**src/rtl/stopwatch_pkg.sv**
```systemverilog
// Shared types and constants for the stopwatch lap controller.
// The optional lap counter is enabled by defining STOPWATCH_LAP_COUNT_EN.
package stopwatch_pkg;

    localparam int unsigned TIME_W          = 5;
    localparam int unsigned CLK_DIV_DEFAULT = 100;

    typedef enum logic [3:0] {
        MODE_IDLE    = 4'b1000,
        MODE_RUNNING = 4'b0100,
        MODE_LAP     = 4'b0010,
        MODE_STOPPED = 4'b0001
    } mode_e;

    function automatic logic is_counting(input mode_e m);
        return (m == MODE_RUNNING) || (m == MODE_LAP);
    endfunction

endpackage

```
**src/rtl/button_edge.sv**
```systemverilog
// Two-flop synchronizer plus registered rising-edge detector for a raw button.
// A press first sampled at edge N produces a one-cycle edge_o pulse after edge N+2.
module button_edge (
    input  logic clk,
    input  logic rst_i,
    input  logic btn_i,
    output logic edge_o
);

    logic sync1_q, sync1_d;
    logic sync2_q, sync2_d;
    logic prev_q,  prev_d;
    logic edge_q,  edge_d;

    always_comb begin
        sync1_d = btn_i;
        sync2_d = sync1_q;
        prev_d  = sync2_q;
        edge_d  = sync2_q & ~prev_q;
    end

    always_ff @(posedge clk) begin
        if (rst_i) begin
            sync1_q <= 1'b0;
            sync2_q <= 1'b0;
            prev_q  <= 1'b0;
            edge_q  <= 1'b0;
        end else begin
            sync1_q <= sync1_d;
            sync2_q <= sync2_d;
            prev_q  <= prev_d;
            edge_q  <= edge_d;
        end
    end

    assign edge_o = edge_q;

endmodule

```
**src/rtl/stopwatch_lap_ctrl.sv**
```systemverilog
// Stopwatch with start/stop and lap/clear buttons, 5-bit seconds display.
// Define STOPWATCH_LAP_COUNT_EN to add the saturating lap_cnt_o output.
module stopwatch_lap_ctrl
    import stopwatch_pkg::*;
#(
    parameter int unsigned CLK_DIV = CLK_DIV_DEFAULT
) (
    input  logic              clk,
    input  logic              Rst_i,
    input  logic              start_i,
    input  logic              lap_i,
    output logic [3:0]        mode,
    output logic [TIME_W-1:0] time_o,
`ifdef STOPWATCH_LAP_COUNT_EN
    output logic [2:0]        lap_cnt_o,
`endif
    output logic              tick_o
);

    localparam int unsigned PRESC_W = (CLK_DIV > 1) ? $clog2(CLK_DIV) : 1;
    localparam logic [PRESC_W-1:0] PRESC_MAX = PRESC_W'(CLK_DIV - 1);

    logic start_edge;
    logic lap_edge;

    button_edge u_start_edge (
        .clk    (clk),
        .rst_i  (Rst_i),
        .btn_i  (start_i),
        .edge_o (start_edge)
    );

    button_edge u_lap_edge (
        .clk    (clk),
        .rst_i  (Rst_i),
        .btn_i  (lap_i),
        .edge_o (lap_edge)
    );

    mode_e               state_q, state_d;
    logic [PRESC_W-1:0]  presc_q, presc_d;
    logic [TIME_W-1:0]   count_q, count_d;
    logic [TIME_W-1:0]   lap_q,   lap_d;
    logic [TIME_W-1:0]   time_q,  time_d;
    logic                tick_q,  tick_d;
`ifdef STOPWATCH_LAP_COUNT_EN
    logic [2:0]          lap_cnt_q, lap_cnt_d;
`endif

    always_comb begin
        state_d = state_q;
        presc_d = presc_q;
        count_d = count_q;
        lap_d   = lap_q;
        tick_d  = 1'b0;
`ifdef STOPWATCH_LAP_COUNT_EN
        lap_cnt_d = lap_cnt_q;
`endif

        // Counting follows the current state, so a tick coinciding with a transition still lands.
        if (is_counting(state_q)) begin
            if (presc_q == PRESC_MAX) begin
                presc_d = '0;
                count_d = count_q + 1'b1;
                tick_d  = 1'b1;
            end else begin
                presc_d = presc_q + 1'b1;
            end
        end

        case (state_q)
            MODE_IDLE: begin
                presc_d = '0;
                count_d = '0;
                lap_d   = '0;
                if (start_edge) state_d = MODE_RUNNING;
            end
            MODE_RUNNING: begin
                if (start_edge) begin
                    state_d = MODE_STOPPED;
                end else if (lap_edge) begin
                    state_d = MODE_LAP;
                    lap_d   = count_q;
`ifdef STOPWATCH_LAP_COUNT_EN
                    if (lap_cnt_q != 3'd7) lap_cnt_d = lap_cnt_q + 3'd1;
`endif
                end
            end
            MODE_LAP: begin
                if (start_edge)    state_d = MODE_STOPPED;
                else if (lap_edge) state_d = MODE_RUNNING;
            end
            MODE_STOPPED: begin
                if (start_edge) begin
                    state_d = MODE_RUNNING;
                end else if (lap_edge) begin
                    state_d = MODE_IDLE;
                    presc_d = '0;
                    count_d = '0;
                    lap_d   = '0;
                end
            end
            default: state_d = MODE_IDLE;
        endcase

`ifdef STOPWATCH_LAP_COUNT_EN
        if (state_d == MODE_IDLE) lap_cnt_d = '0;
`endif

        time_d = (state_d == MODE_LAP) ? lap_d : count_d;
    end

    always_ff @(posedge clk) begin
        if (Rst_i) begin
            state_q <= MODE_IDLE;
            presc_q <= '0;
            count_q <= '0;
            lap_q   <= '0;
            time_q  <= '0;
            tick_q  <= 1'b0;
`ifdef STOPWATCH_LAP_COUNT_EN
            lap_cnt_q <= '0;
`endif
        end else begin
            state_q <= state_d;
            presc_q <= presc_d;
            count_q <= count_d;
            lap_q   <= lap_d;
            time_q  <= time_d;
            tick_q  <= tick_d;
`ifdef STOPWATCH_LAP_COUNT_EN
            lap_cnt_q <= lap_cnt_d;
`endif
        end
    end

    assign mode   = state_q;
    assign time_o = time_q;
    assign tick_o = tick_q;
`ifdef STOPWATCH_LAP_COUNT_EN
    assign lap_cnt_o = lap_cnt_q;
`endif

endmodule

```
**config.mk**
```make
export PLATFORM = sky130hd
export DESIGN_NAME = stopwatch_lap_ctrl
export DESIGN_NICKNAME = d
export VERILOG_FILES = /design/src/rtl/stopwatch_pkg.sv /design/src/rtl/button_edge.sv /design/src/rtl/stopwatch_lap_ctrl.sv
export SDC_FILE = /design/constraint.sdc
export NUM_CORES = 1
export LEC_CHECK = 0
export BUFFER_PORTS_ARGS = -buffer_cell sky130_fd_sc_hd__buf_2
export CORE_ASPECT_RATIO = 0.8
export CORE_UTILIZATION = 40
export DETAILED_ROUTE_END_ITERATION = 10
export GPL_ROUTABILITY_DRIVEN = 0
export PLACE_DENSITY = 0.63
export RECOVER_POWER = 25
export SLEW_MARGIN = 20
export SYNTH_ARGS = -nofsm -noshare
export SYNTH_HDL_FRONTEND = slang
export SYNTH_SLANG_ARGS = --single-unit
```
**constraint.sdc**
```tcl
create_clock -name clk -period 2.3 [get_ports clk]
set_input_delay 0.115 -clock clk [delete_from_list [all_inputs] [get_ports clk]]
set_output_delay 0.115 -clock clk [all_outputs]
set_load 0.05 [all_outputs]
```
==> summary.txt, run 1 <==
Floorplan
  – Num rows: 19
  – Core region area: 3520 um^2
  – Die W: 70.6 um
  – Die area: 4010 um^2
  – Initial core utilization: 42.7%
  – Die height: 56.8 um
  – I/O pin count: 14

Worst setup path
  – R2R Path Start: mode[1]
  – Worst Path Max Fanout: 12
  – Critical path's slowest cell: dfxtp_1
  – Setup crit start: mode[1]
  – CP most frequent cell: or3_1
  – Worst path max stage delay: 0.63 ns
  – Crit Path Category: flop to flop
  – Critical Path RT: 2.51 ns
  – Critical Path AT: 2.31 ns
  – CP Cell Sequence: xor2_4 > nand3_4 > or3_1 > or3_1 > a31oi_1
  – Capturing element type of the critical path: flop
  – Setup crit start kind: flop

Detailed routing
  – Final wirelength: 2.68 mm
  – Post-route DRC: 0
  – Vias per Instance: 5.21
  – Initial DRC Count: 64
  – Vias: 1125
  – Drt wl/cell: 12.4 um
  – ANT nets after route: 0
  – Initial DRT Pass Iterations: 4

Outcome
  – Status: finished, final reports clean

GRT
  – First-pass GRT wire length: 4.48 mm
  – Largest net degree at the start of global routing: 13
  – Initial antenna violation count: 0
  – Vias in the first global route: 1009
  – Total track usage: 15.1%
  – Total congestion overflow: 0

Layout
  – Share of cells above drive strength 1: 13.2%
  – Most frequent cells in the layout: dfxtp_1 (35), nor2_1 (20), nor2b_1 (11)
  – Layout Nets: 180
  – Commonest non-fill, non-tap cell in the layout: dfxtp_1
  – Fillers: 340
  – Area Growth Syn to Fin: 12.8%
  – N_diodes: 0

STA
  – Setup_tns: 0 ns
  – Final period utilization: 91.1%
  – Fmax: 477 MHz
  – Final hold viol count: 0
  – Fin crit period: 2.10 ns
  – Fin Clk Skew: 0.00291 ns
  – Max transition margin: 59.0%
  – Finish-stage setup viols: 0
  – Hold_ws: 0.0370 ns
  – Slew @ Worst Pin: 0.618 ns
  – Slew Limit Fails: 0
  – RSZ-0062 raised after global routing: false

Clock network
  – # Post-CTS Setup Buffers: 0
  – Clock sinks: 35
  – Htree depth: 2
  – CTS tree: built
  – Root Driver: clkbuf_8
  – CTS Buf Count: 5
  – Clk slew on worst S/H paths: 0.07 ns
  – CTS max path bufs: 2
  – Cts-stage hold buffer count: 0
  – Worst-Skew Late Latency: 0.28 ns
  – Post-cts resize count: 0

Pwr
  – Power per cell area: 694 nW/um^2
  – Worst VDD drop: 0.457 mV
  – Leakage: 0.000609 uW

Min path
  – HP Class: input pin to flop
  – Hold path startpoint: start_i

Placement
  – HPWL Detailed: 1.86 mm
  – IO Port Bufs: 13

Synthesis
  – Cell variety after synth: 40
  – Mapped cell area: 1500 um^2
  – Synth top area share: 46.6%
  – Post-Synthesis Cells: 159
  – Top cells by area, synth: dfxtp_1 (47%), nor2_1 (5.0%), nor2b_1 (4.6%)
  – Post-synth EDFFs: 0
  – Top_reg_cell synth: dfxtp_1
  – Sequential share of the synthesized area: 46.6%
  – Yosys reg bits: 35
  – Post-Syn Nets: 165
  – Yosys warns: 0
  – Avg Cell Area, Syn: 9.46 um^2
  – Synth async-reset ratio: 0%
  – Area leader, netlist: dfxtp_1

Job
  – Max Cap Violations: 0
-- logic make-up (layout without fill, tap and decap cells) --
kind of cell | after synthesis | in the layout | share of synthesized area (%)
and+or+nand+nor | 69 | 69 | 24.7
DFF | 35 | 35 | 46.6
AOI/OAI and AO/OA | 22 | 22 | 10.6
buffers and inverters | 13 | 28 | 4.24
xor gates and xnor gates | 12 | 12 | 8.24
muxes | 6 | 6 | 3.99
adders and majority gates | 2 | 2 | 1.66
-- worst max-delay path: cells and delay by family (launching register included) --
| kind | cells | cell delay [ns] |
|---|---|---|
| and+or+nand+nor | 3 | 1.00 |
| DFF | 1 | 0.63 |
| xor gates and xnor gates | 1 | 0.24 |
| AOI/OAI and AO/OA | 1 | 0.15 |
-- cells in the mapped netlist (all sizes together) (2+ instances only) --
master and instances:
a21oi 5, a31oi 2, buf 6, clkbuf 2, dfxtp 35, ha 2, inv 5, mux2i 6
nand2 10, nand2b 3, nand3 4, nor2 21, nor2b 11, nor3 5, nor3b 2, nor4 3
o211ai 3, o21ai 3, o22ai 5, or3 2, xnor2 7, xor2 5
-- metal layers --
metal  GRT usage (%)  wire [um]  vias to the layer above
met5               0          0                        -
met4            7.43         44                        0
met3            7.36        140                        6
met2            20.2       1070                       35
met1            19.9       1420                      515
li1                -          -                      569
-- power breakdown --
part           internal [uW]  switching (uW)
sequential               612            7.32
combinational           13.9            20.8
clock                    317             205
total                    943             233
-- registers in the layout (all words and copies together), names as in the netlist, 4 cells and up --
| name | cells |
|---|---|
| time_o | 5 |
| lap_q | 5 |
| mode | 4 |
| count_q | 5 |
| presc_q | 7 |
-- area by class of cell --
cell class | instances | area (um^2) | share of cell area (%)
inverters | 5 | 18.8 | 1.11
clock inverters | 1 | 30.0 | 1.77
multi-input cells | 111 | 739 | 43.6
repair buffers | 16 | 82.6 | 4.87
flip-flops and latches | 35 | 701 | 41.3
clock buffers | 6 | 72.6 | 4.28
well taps | 42 | 52.6 | 3.10
-- path summary, 6_finish.rpt --
| path | slack [ns] | depth (start not counted) | endpoint |
|---|---|---|---|
| setup / recovery | 0.20 | 5 | time_o[0] |
| hold / removal | 0.04 | 2 | u_start_edge.sync1_q |
| setup reg to reg | 0.20 | 5 | time_o[0] |
| hold reg to reg | 0.38 | 1 | u_lap_edge.edge_o |
-- metrics by stage --
step	util [%]	power, uW	setup slack, ns	cell area (um^2)	cells
after floorplan	-	658	0.119	1500	159
after global placement	45.4	667	0.324	1600	209
after detailed placement	45.4	668	0.238	1600	209
after CTS	48.4	1190	0.222	1700	216
after global routing	48.2	1230	0.0737	1700	216
final	48.2	1180	0.204	1700	216
Power figures use the tool's default switching activity.
==> run 2: changes to the inputs <==
--- a/config.mk
+++ b/config.mk
@@ -10,7 +10,7 @@
 export CORE_UTILIZATION = 40
 export DETAILED_ROUTE_END_ITERATION = 10
 export GPL_ROUTABILITY_DRIVEN = 0
-export PLACE_DENSITY = 0.63
+export PLACE_DENSITY = 0.58
 export RECOVER_POWER = 25
 export SLEW_MARGIN = 20
 export SYNTH_ARGS = -nofsm -noshare
==> summary.txt, run 2 (synthesis results as in run 1) <==
STA
  – Fin crit period: 2.06 ns (-0.0312 ns)
  – Finish-stage setup viols: 0 (unchanged)
  – Max transition margin: 60.6% (+1.6 points)
  – RSZ-0062 raised after global routing: false
  – Final worst slack: 0.235 ns (+0.0312 ns)
  – Final hold viol count: 0 (unchanged)
  – Fmax: 484 MHz (+1.5%)
  – Final period utilization: 89.8% (-1.4 points)
  – Setup_tns: 0 ns (unchanged)
  – Slew @ Worst Pin: 0.593 ns (-0.0245 ns)
  – Fin Clk Skew: 0.00740 ns (+0.00450 ns)
  – Hold_ws: 0.0412 ns (+0.00415 ns)
  – Slew Limit Fails: 0 (unchanged)

Detailed routing
  – Initial DRT Pass Iterations: 7 (+3)
  – Vias: 1119 (-0.53%)
  – Post-route DRC: 2 (+2)
  – ANT nets after route: 0 (unchanged)
  – Initial DRC Count: 58 (-9.4%)
  – Vias per Instance: 5.16 (-0.99%)
  – Drt wl/cell: 12.3 um (-0.31%)
  – Final wirelength: 2.68 mm (+0.15%)

Layout
  – N_diodes: 0 (unchanged)
  – Non-filler cells, final: 217 (+0.46%)
  – Top reg by flops: presc_q
  – Multi-input combinational cell area: 739 um^2 (unchanged)
  – Share of cells above drive strength 1: 14.3% (+1.1 points)
  – Largest register FFs: 7 (unchanged)
  – Commonest non-fill, non-tap cell in the layout: dfxtp_1
  – Most frequent cells in the layout: dfxtp_1 (35), nor2_1 (20), nor2b_1 (11)
  – Fillers: 348 (+2.4%)
  – Register area: 701 um^2 (unchanged)
  – Core Util, Final: 48.1% (-0.11 points)
  – Layout Nets: 180 (unchanged)
  – Area Growth Syn to Fin: 12.6%

Floorplan
  – Num rows: 19 (unchanged)
  – I/O pin count: 14 (unchanged)
  – Initial core utilization: 42.7% (unchanged)
  – Core region area: 3520 um^2 (unchanged)
  – Die area: 4010 um^2 (unchanged)
  – Die height: 56.8 um (unchanged)
  – Die W: 70.6 um (unchanged)

Placement
  – HPWL Detailed: 1.90 mm (+2.3%)
  – Placed Cells: 209 (unchanged)
  – IO Port Bufs: 13 (unchanged)
  – Worst slack, placed: 0.250 ns (+0.0121 ns)

GRT
  – Largest net degree at the start of global routing: 13 (unchanged)
  – Total track usage: 15.3% (+0.18 points)
  – First-pass GRT wire length: 4.70 mm (+4.9%)
  – Total congestion overflow: 0 (unchanged)
  – Initial antenna violation count: 0 (unchanged)
  – Vias in the first global route: 1038 (+2.9%)

Min path
  – HP Class: input pin to flop
  – Hold path startpoint: start_i
  – Worst hold stages: 2 (unchanged)
  – Hold endpoint: u_start_edge.sync1_q

Worst setup path
  – Critical Path AT: 2.28 ns (-0.03 ns)
  – R2R Path End: time_o[0]
  – Capturing element type of the critical path: flop
  – Worst r2r path cells: 5 (unchanged)
  – Cell family with most CP delay: simple AND/OR/NAND/NOR gates
  – Buf/Inv on CP: 0 (unchanged)
  – WP depth: 5 (unchanged)
  – Critical Path RT: 2.51 ns (about the same)
  – CP Cell Sequence: xor2_4 > nand3_4 > or3_1 > or3_1 > a31oi_1
  – Worst path max stage delay: 0.62 ns (about the same)
  – Worst Path Max Fanout: 12 (unchanged)
  – Crit Path Category: flop to flop
  – Setup crit start kind: flop
  – CP most frequent cell: or3_1
  – Critical path's slowest cell: dfxtp_1
  – R2R Path Start: mode[1]
  – Worst reg2reg setup slack: 0.24 ns (+0.03 ns)

Clock network
  – CTS max path bufs: 2 (unchanged)
  – Worst-Skew Late Latency: 0.28 ns (about the same)
  – CTS tree: built
  – Clock sinks: 35 (unchanged)
  – Htree depth: 2 (unchanged)
  – Cts-stage hold buffer count: 0 (unchanged)
  – Root Driver: clkbuf_8
  – CTS Buf Count: 5 (unchanged)
  – Clk slew on worst S/H paths: 0.08 ns (about the same)
  – # Post-CTS Setup Buffers: 0 (unchanged)
  – Post-cts resize count: 0 (unchanged)

Outcome
  – Status: finished with violations
  – Failing checks: design-rule violations

Pwr
  – Power per cell area: 667 nW/um^2 (-3.9%)
  – Worst VDD drop: 0.389 mV (-15%)
  – Leakage: 0.000605 uW (-0.63%)

Job
  – Max Cap Violations: 0 (unchanged)
run 2: cell count changes in the layout (fill, tap and decap cells not counted), sizes merged:
cell / change
clkinv: +1
bufinv: -1
clkinvlp: +1
run 2: worst max-delay path by stage:
stage	startpoint	to	slack, ns
after floorplan	mode[2]	time_o[0]	0.12
after global placement	mode[1]	time_o[0]	0.31
after detailed placement	mode[2]	time_o[0]	0.25
after CTS	mode[1]	time_o[0]	0.22
after global routing	mode[1]	time_o[0]	0.10
final	mode[1]	time_o[0]	0.24
run 2: cell type report:
class	count	area share [%]
Clock inverter	2	0.961
Clock buffer	6	4.88
Tap cell	42	3.10
Multi-Input combinational cell	111	43.7
Timing Repair Buffer	16	4.88
Sequential cell	35	41.4
Inverter	5	1.11
run 2: routing by layer:
layer | part of all wire [%] | up-vias | track usage (%)
met5 | 0 | - | 0
met4 | 1.2 | 0 | 5.71
met3 | 3.8 | 4 | 5.21
met2 | 43 | 18 | 22.3
met1 | 51 | 519 | 20.8
li1 | - | 578 | -
run 2: stage by stage:
step,total power (uW),instance area (um^2)
finish,1130,1690
global route,1180,1690
CTS,1140,1700
detailed placement,669,1600
global placement,668,1600
floorplan,658,1500
run 2: power breakdown:
part           internal (uW)  total (uW)  switching (uW)
Sequential               612         619            7.45
Clock                    244         474             230
Combinational           13.9        35.0            21.1
Total                    870        1130             258
